$ cat src/rtl/learning_pkg.sv
// Shared definitions for the learning-mode sequencer.
//   - state_t     : sequencer FSM states
//   - NOTE_END    : song-ROM code that terminates a song
//   - note_to_key : maps a non-zero note code to its key index
//   - DEF_*       : default key count and note-index width
package learning_pkg;

   localparam int DEF_NUM_KEYS   = 7;
   localparam int DEF_SONG_LEN_W = 6;
   localparam int NOTE_END       = 0;

   typedef enum logic [2:0] {
      ST_IDLE,
      ST_FETCH,
      ST_LOAD,
      ST_SHOW,
      ST_DONE
   } state_t;

   // Note code k (k >= 1) lights key k-1.
   function automatic int unsigned note_to_key(input int unsigned code);
      return code - 1;
   endfunction

endpackage

$ cat src/rtl/learning_sequencer_rise_detect.sv
// Rising-edge detector over a W-bit level bus.
//   clk_i  : clock
//   rst_i  : synchronous active-high reset
//   in_i   : level inputs
//   rise_o : one-cycle pulse per bit that went 0 -> 1
// The previous-sample register resets to all-ones so a level that is
// already high when reset releases never reports an edge.
module rise_detect #(
   parameter int W = 1
) (
   input  logic         clk_i,
   input  logic         rst_i,
   input  logic [W-1:0] in_i,
   output logic [W-1:0] rise_o
);

   logic [W-1:0] prev_q;

   always_ff @(posedge clk_i) begin
      if (rst_i) prev_q <= '1;
      else       prev_q <= in_i;
   end

   assign rise_o = in_i & ~prev_q;

endmodule

$ cat src/rtl/learning_sequencer.sv
// Learning-mode engine: song paging, note-by-note stepping through a
// song held in an external registered ROM, press judging and scoring.
//   clk, rst     : clock, synchronous active-high reset
//   key_in       : note keys (level, already synchronised)
//   l_r_page     : [1] previous song, [0] next song (level)
//   start        : rising edge starts / restarts the selected song
//   strict       : 1 = advance only on the correct key
//   rom_addr     : {song_id, note_idx} to the song ROM
//   rom_data     : note code, valid one cycle after rom_addr
//   song_id      : selected song
//   light        : one-hot expected key while waiting for a press
//   tone         : code of lowest held key (0 = silent), registered
//   hits, misses : saturating scores
//   done         : song finished
//   dbg_state_o  : current FSM state for observation
// ROM contract: the address is driven from registers during FETCH, the
// ROM registers its output on that edge, and the code is captured at
// the end of LOAD. No handshake; the latency is fixed at one cycle.
module learning_sequencer
   import learning_pkg::*;
#(
   parameter int NUM_KEYS   = DEF_NUM_KEYS,
   parameter int NUM_SONGS  = 8,
   parameter int SONG_LEN_W = DEF_SONG_LEN_W,
   parameter int SONG_ID_W  = $clog2(NUM_SONGS),
   parameter int NOTE_W     = $clog2(NUM_KEYS + 1)
) (
   input  logic                            clk,
   input  logic                            rst,
   input  logic [NUM_KEYS-1:0]             key_in,
   input  logic [1:0]                      l_r_page,
   input  logic                            start,
   input  logic                            strict,
   output logic [SONG_ID_W+SONG_LEN_W-1:0] rom_addr,
   input  logic [NOTE_W-1:0]               rom_data,
   output logic [SONG_ID_W-1:0]            song_id,
   output logic [NUM_KEYS-1:0]             light,
   output logic [NOTE_W-1:0]               tone,
   output logic [7:0]                      hits,
   output logic [7:0]                      misses,
   output logic                            done,
   output state_t                          dbg_state_o
);

   logic [NUM_KEYS-1:0] key_rise;
   logic [1:0]          page_rise;
   logic                start_rise;

   rise_detect #(.W(NUM_KEYS)) u_key_rise (
      .clk_i (clk), .rst_i (rst), .in_i (key_in), .rise_o (key_rise)
   );
   rise_detect #(.W(2)) u_page_rise (
      .clk_i (clk), .rst_i (rst), .in_i (l_r_page), .rise_o (page_rise)
   );
   rise_detect #(.W(1)) u_start_rise (
      .clk_i (clk), .rst_i (rst), .in_i (start), .rise_o (start_rise)
   );

   state_t                state_q,    state_d;
   logic [SONG_ID_W-1:0]  song_id_q,  song_id_d;
   logic [SONG_LEN_W-1:0] note_idx_q, note_idx_d;
   logic [NOTE_W-1:0]     expected_q, expected_d;
   logic [NUM_KEYS-1:0]   light_q,    light_d;
   logic [NOTE_W-1:0]     tone_q,     tone_d;
   logic [7:0]            hits_q,     hits_d;
   logic [7:0]            misses_q,   misses_d;
   logic                  done_q,     done_d;

   logic [NOTE_W-1:0]     load_key;
   logic                  hit;
   logic                  restart;
   logic                  advance;

   assign load_key = NOTE_W'(note_to_key(32'(rom_data)));
   // A hit needs exactly the expected bit and nothing else rising.
   assign hit      = (key_rise == (NUM_KEYS'(1) << expected_q));

   // Lowest-index held key wins; scanning downward lets it overwrite.
   always_comb begin
      tone_d = '0;
      for (int i = NUM_KEYS - 1; i >= 0; i--) begin
         if (key_in[i]) tone_d = NOTE_W'(i + 1);
      end
   end

   always_comb begin
      state_d    = state_q;
      song_id_d  = song_id_q;
      note_idx_d = note_idx_q;
      expected_d = expected_q;
      light_d    = light_q;
      hits_d     = hits_q;
      misses_d   = misses_q;
      done_d     = done_q;
      restart    = 1'b0;
      advance    = 1'b0;

      case (state_q)
         ST_IDLE, ST_DONE: begin
            if (start_rise) begin
               restart = 1'b1;
            end else if (page_rise != 2'b00) begin
               state_d = ST_IDLE;
               done_d  = 1'b0;
               if (page_rise == 2'b01) begin
                  song_id_d = (song_id_q == SONG_ID_W'(NUM_SONGS - 1)) ? '0 : song_id_q + 1'b1;
               end else if (page_rise == 2'b10) begin
                  song_id_d = (song_id_q == '0) ? SONG_ID_W'(NUM_SONGS - 1) : song_id_q - 1'b1;
               end
            end
         end
         ST_FETCH: state_d = ST_LOAD;
         ST_LOAD: begin
            if (rom_data == NOTE_W'(NOTE_END)) begin
               state_d = ST_DONE;
               done_d  = 1'b1;
            end else begin
               expected_d = load_key;
               light_d    = NUM_KEYS'(1) << load_key;
               state_d    = ST_SHOW;
            end
         end
         ST_SHOW: begin
            // start beats a simultaneous key rise; that key is not judged.
            if (start_rise) begin
               restart = 1'b1;
            end else if (key_rise != '0) begin
               if (hit) begin
                  if (hits_q != 8'hFF) hits_d = hits_q + 8'd1;
                  advance = 1'b1;
               end else begin
                  if (misses_q != 8'hFF) misses_d = misses_q + 8'd1;
                  advance = !strict;
               end
            end
         end
         default: state_d = ST_IDLE;
      endcase

      if (restart) begin
         note_idx_d = '0;
         hits_d     = '0;
         misses_d   = '0;
         done_d     = 1'b0;
         light_d    = '0;
         state_d    = ST_FETCH;
      end

      if (advance) begin
         light_d = '0;
         // An unterminated song stops at the last index rather than wrapping.
         if (&note_idx_q) begin
            state_d = ST_DONE;
            done_d  = 1'b1;
         end else begin
            note_idx_d = note_idx_q + 1'b1;
            state_d    = ST_FETCH;
         end
      end
   end

   always_ff @(posedge clk) begin
      if (rst) begin
         state_q    <= ST_IDLE;
         song_id_q  <= '0;
         note_idx_q <= '0;
         expected_q <= '0;
         light_q    <= '0;
         tone_q     <= '0;
         hits_q     <= '0;
         misses_q   <= '0;
         done_q     <= 1'b0;
      end else begin
         state_q    <= state_d;
         song_id_q  <= song_id_d;
         note_idx_q <= note_idx_d;
         expected_q <= expected_d;
         light_q    <= light_d;
         tone_q     <= tone_d;
         hits_q     <= hits_d;
         misses_q   <= misses_d;
         done_q     <= done_d;
      end
   end

   assign rom_addr    = {song_id_q, note_idx_q};
   assign song_id     = song_id_q;
   assign light       = light_q;
   assign tone        = tone_q;
   assign hits        = hits_q;
   assign misses      = misses_q;
   assign done        = done_q;
   assign dbg_state_o = state_q;

endmodule

$ cat config.mk
export PLATFORM = sky130hd
export DESIGN_NAME = learning_sequencer
export DESIGN_NICKNAME = d
export VERILOG_FILES = /design/src/rtl/learning_pkg.sv /design/src/rtl/learning_sequencer_rise_detect.sv /design/src/rtl/learning_sequencer.sv
export SDC_FILE = /design/constraint.sdc
export NUM_CORES = 1
export LEC_CHECK = 0
export CORE_MARGIN = 8
export CORE_UTILIZATION = 50
export DETAILED_ROUTE_END_ITERATION = 16
export PLACE_DENSITY_LB_ADDON = 0.05
export SLEW_MARGIN = 40
export SYNTH_ARGS = -nofsm -noshare
export SYNTH_HDL_FRONTEND = slang
export SYNTH_SLANG_ARGS = --single-unit
$ cat constraint.sdc
create_clock -name clk -period 3.5 [get_ports clk]
set_input_delay 1.05 -clock clk [delete_from_list [all_inputs] [get_ports clk]]
set_output_delay 1.05 -clock clk [all_outputs]
set_load 0.005 [all_outputs]
==> metrics.md <==
| Metric | Value |
|---|---|
| Top_reg_cell synth | dfxtp_1 |
| # port buffers | 57 |
| Row count | 26 |
| P per Cell Area | between 300 and 400 nW/µm² |
| Layout area overhead | 28.7% |
| Post-synthesis register bit count | 52 |
| Hold WC Path Type | reg2reg |
| First-pass GRT wire length | a little under 10000 µm |
| Peak supply drop | about 180 µV |
| Area leader, netlist | dfxtp_1 |
| Startpoint types | input port |
| Final WL | 5780 µm |
| Hold EP | light[3]$_SDFFE_PP0P_ |
| Worst r2r src | expected_q[0]$_SDFFE_PP0P_ |
| Fillcell total | about 470 |
| CTS tree | done |
| Fmax achieved | between 300 and 400 MHz |
| Synthesized Nets | 334 |
| Final period utilization | between 90% and 100% |
| Critical path type | in2reg |
| Die area | ~7900 µm² |
| CORE AREA | a little over 5000 µm² |
| Sequential-to-total area share from yosys stat | 39.2% |
| Largest net degree at the start of global routing | 24 |
| Area taken by multi-input logic gates | between 1000 and 1500 µm² |
| Post-Syn Area | about 2700 µm² |
| Share of cells above drive strength 1 | between 10 and 15% |
| Tmin final | approximately 3.2 ns |
| R2r worst-path depth | 7 |
| Clock sink total | 52 |
| Ys async rst share | 0% |
| Iteration-0 DRC Markers | 92 |
| CTS Buffer Depth | 2 |
| Register area | 1040 µm² |
| Synth unique cells | 55 |
| Die width | 88.8 µm |
| Placed Cells | between 400 and 500 |
| Required @ worst endpoint | about 3.8 ns |
| Crit path DAT | approximately 3.4 ns |
| Via count | between 2000 and 2500 |
| Initial antenna violation count | 0 |
| Ant. Diodes | 0 |
| Pre-Repair DR Iteration Count | 4 |
| Area share of the largest cell type after synthesis | between 30% and 40% |
| ANT nets after route | 0 |
| # DRC | 0 |
| RSZ-0062 raised after global routing | no |
| GRT overflow | 0 |
| Crit end category | register |
| IO Pins | 58 |
| Nets | roughly 400 |
| YS warnings | 0 |
| DR vias/cell | 5.09 |
| Clock slew at reported path FFs | 0.09 ns |
| GRT Util Overall | 15.3% |
| # Max-Cap Violations | 0 |
| Setup violations, final | 0 |
| GPL Wtd Cong | 0.797 |
| Initial core utilization | between 50% and 60% |
| Final-report hold violation count | 0 |
| Slew margin rel. | around 65% |
| Lkg Pwr | around 0.0013 µW |
| HP Start | light[3]$_SDFFE_PP0P_ |
| Syn avg cell area | about 8.7 µm² |
| WL/cell | around 13 µm |
| Post-CTS setup buffers | 0 |
| Final core utilization | between 60% and 70% |
| Post-synth EDFFs | 0 |
| H-Tree Level Count | 2 |
| Cts repair resizes | 0 |
| Final Max Slew Viols | 0 |
| Clk Latency, worst-skew pair | roughly 0.30 ns |
| Post-Synthesis Cells | 304 |
| Total negative slack | 0 ns |
| Worst Max-Slew Pin Slew | 0.526 ns |
| Num CTS Buffers | 5 |
| CTS Hold Buffers Added | 0 |
| Vias in the first global route | ~2100 |
| Reg2reg end | note_idx_q[0]$_SDFF_PP0_ |
| Fin cells | roughly 440 |
| Clock root cell | clkbuf_8 |
| Status | finished, final reports clean |
| Post-DP HPWL | approximately 4400 µm |
| Hold path depth | 2 |
| Worst-path fanout max | 3 |
| Area contributors post-synth | dfxtp_1 39%, ha_1 6.6%, nor2_1 6.1%, xor2_1 3.6%, xnor2_1 3.3% |
| FF-to-FF setup slack | between 1 and 1.5 ns |
| Die Y | around 90 µm |
| Max Clock Skew | around 0.0077 ns |
cell families after synthesis:
kind of cell / count (synthesis) / synth area share (%)
mux: 6 / 2.31
simple gates: 142 / 28.1
compound gates: 46 / 12.5
xor+xnor: 21 / 6.93
buf+inv: 23 / 4.29
flops: 52 / 39.2
fa+ha+maj: 14 / 6.60
layer usage:
metal	up-vias	wire (µm)	global-route usage [%]
met1	1003	2900	20.3
li1	1165	-	-
met4	0	55	3.69
met3	6	348	4.27
met2	44	2470	23.9
met5	-	0	0
report_power, final:
group / leakage (µW) / internal, µW / total (µW) / switching (µW)
combinational: 0.000807 / 73.5 / 146 / 72.4
sequential: 0.000423 / 606 / 619 / 13.2
clock: 0.0000503 / 176 / 365 / 188
total: 0.00128 / 855 / 1130 / 274
per-stage QoR:
stage                     setup slack, ns  hold slack, ns  area, µm²  power [µW]
final                               0.344           0.454       3410        1130
after global routing                0.245           0.476       3410        1190
after CTS                           0.343           0.456       3410        1140
after detailed placement           0.0452           0.443       3320         779
after global placement             0.0609           0.442       3320         777
after floorplan                     0.544           0.448       2650         721
cells in the final DEF, fill, tap and decap left out, types with 3 or more instances in the layout:
| cell | Yosys | final |
|---|---|---|
| a211oi_1 | 6 | 6 |
| a21oi_1 | 14 | 14 |
| and2b_2 | 3 | 3 |
| and3_1 | 3 | 3 |
| buf_4 | 3 | 11 |
| clkbuf_8 | 0 | 7 |
| clkdlybuf4s50_1 | 0 | 57 |
| dfxtp_1 | 52 | 52 |
| ha_1 | 14 | 14 |
| inv_1 | 10 | 10 |
| mux2i_1 | 5 | 5 |
| nand2_1 | 21 | 21 |
| nand2b_1 | 9 | 9 |
| nand3_1 | 17 | 17 |
| nand3b_1 | 3 | 3 |
| nand4_1 | 4 | 4 |
| nor2_1 | 43 | 43 |
| nor2b_1 | 5 | 5 |
| nor3_1 | 5 | 5 |
| nor3b_1 | 3 | 3 |
| o21ai_0 | 5 | 5 |
| or2_2 | 10 | 10 |
| or3_1 | 4 | 4 |
| xnor2_1 | 10 | 10 |
| xor2_1 | 11 | 11 |
how the worst max path moves through the flow:
stage                   start                  endpoint  slack, ns  cells past startpoint
floorplan           key_in[0]  note_idx_q[0]$_SDFF_PP0_       0.54                      8
global placement    key_in[0]  note_idx_q[0]$_SDFF_PP0_       0.06                      8
detailed placement  key_in[0]  note_idx_q[0]$_SDFF_PP0_       0.05                      8
CTS                 key_in[0]  note_idx_q[0]$_SDFF_PP0_       0.34                      8
global route        key_in[0]  note_idx_q[0]$_SDFF_PP0_       0.25                      8
finish              key_in[0]  note_idx_q[0]$_SDFF_PP0_       0.34                      8
synth_stat cells (all sizes together) (7+ instances only):
master,instances
a211oi,7
a21oi,15
clkbuf,7
dfxtp,52
ha,14
inv,10
nand2,21
nand2b,9
nand3,17
nor2,44
or2,10
xnor2,10
xor2,11
critical path, cell delays in order:
cell and delay, ns:
clkdlybuf4s50_1 0.49, or2b_2 0.33, xnor2_1 0.13, a2111o_1 0.42
a21o_1 0.23, a211oi_4 0.31, mux2_2 0.36, nor2_1 0.08
registers in the layout, indices dropped and copies added (netlist names):
| register | cells |
|---|---|
| song_id | 3 |
| u_key_rise.prev_q | 7 |
| u_start_rise.prev_q | 1 |
| u_page_rise.prev_q | 2 |
| hits | 8 |
| tone | 3 |
| dbg_state_o | 3 |
| light | 7 |
| expected_q | 3 |
| note_idx_q | 6 |
| misses | 8 |
| done | 1 |
cell type report:
type / count / share of cell area, %
multi-input combinational: 229 / 43.9
sequential: 52 / 30.5
timing repair buffer: 68 / 19.1
inverter: 10 / 1.10
clock buffer: 7 / 2.82
tap: 70 / 2.57
(Power assumes the default switching activity.)
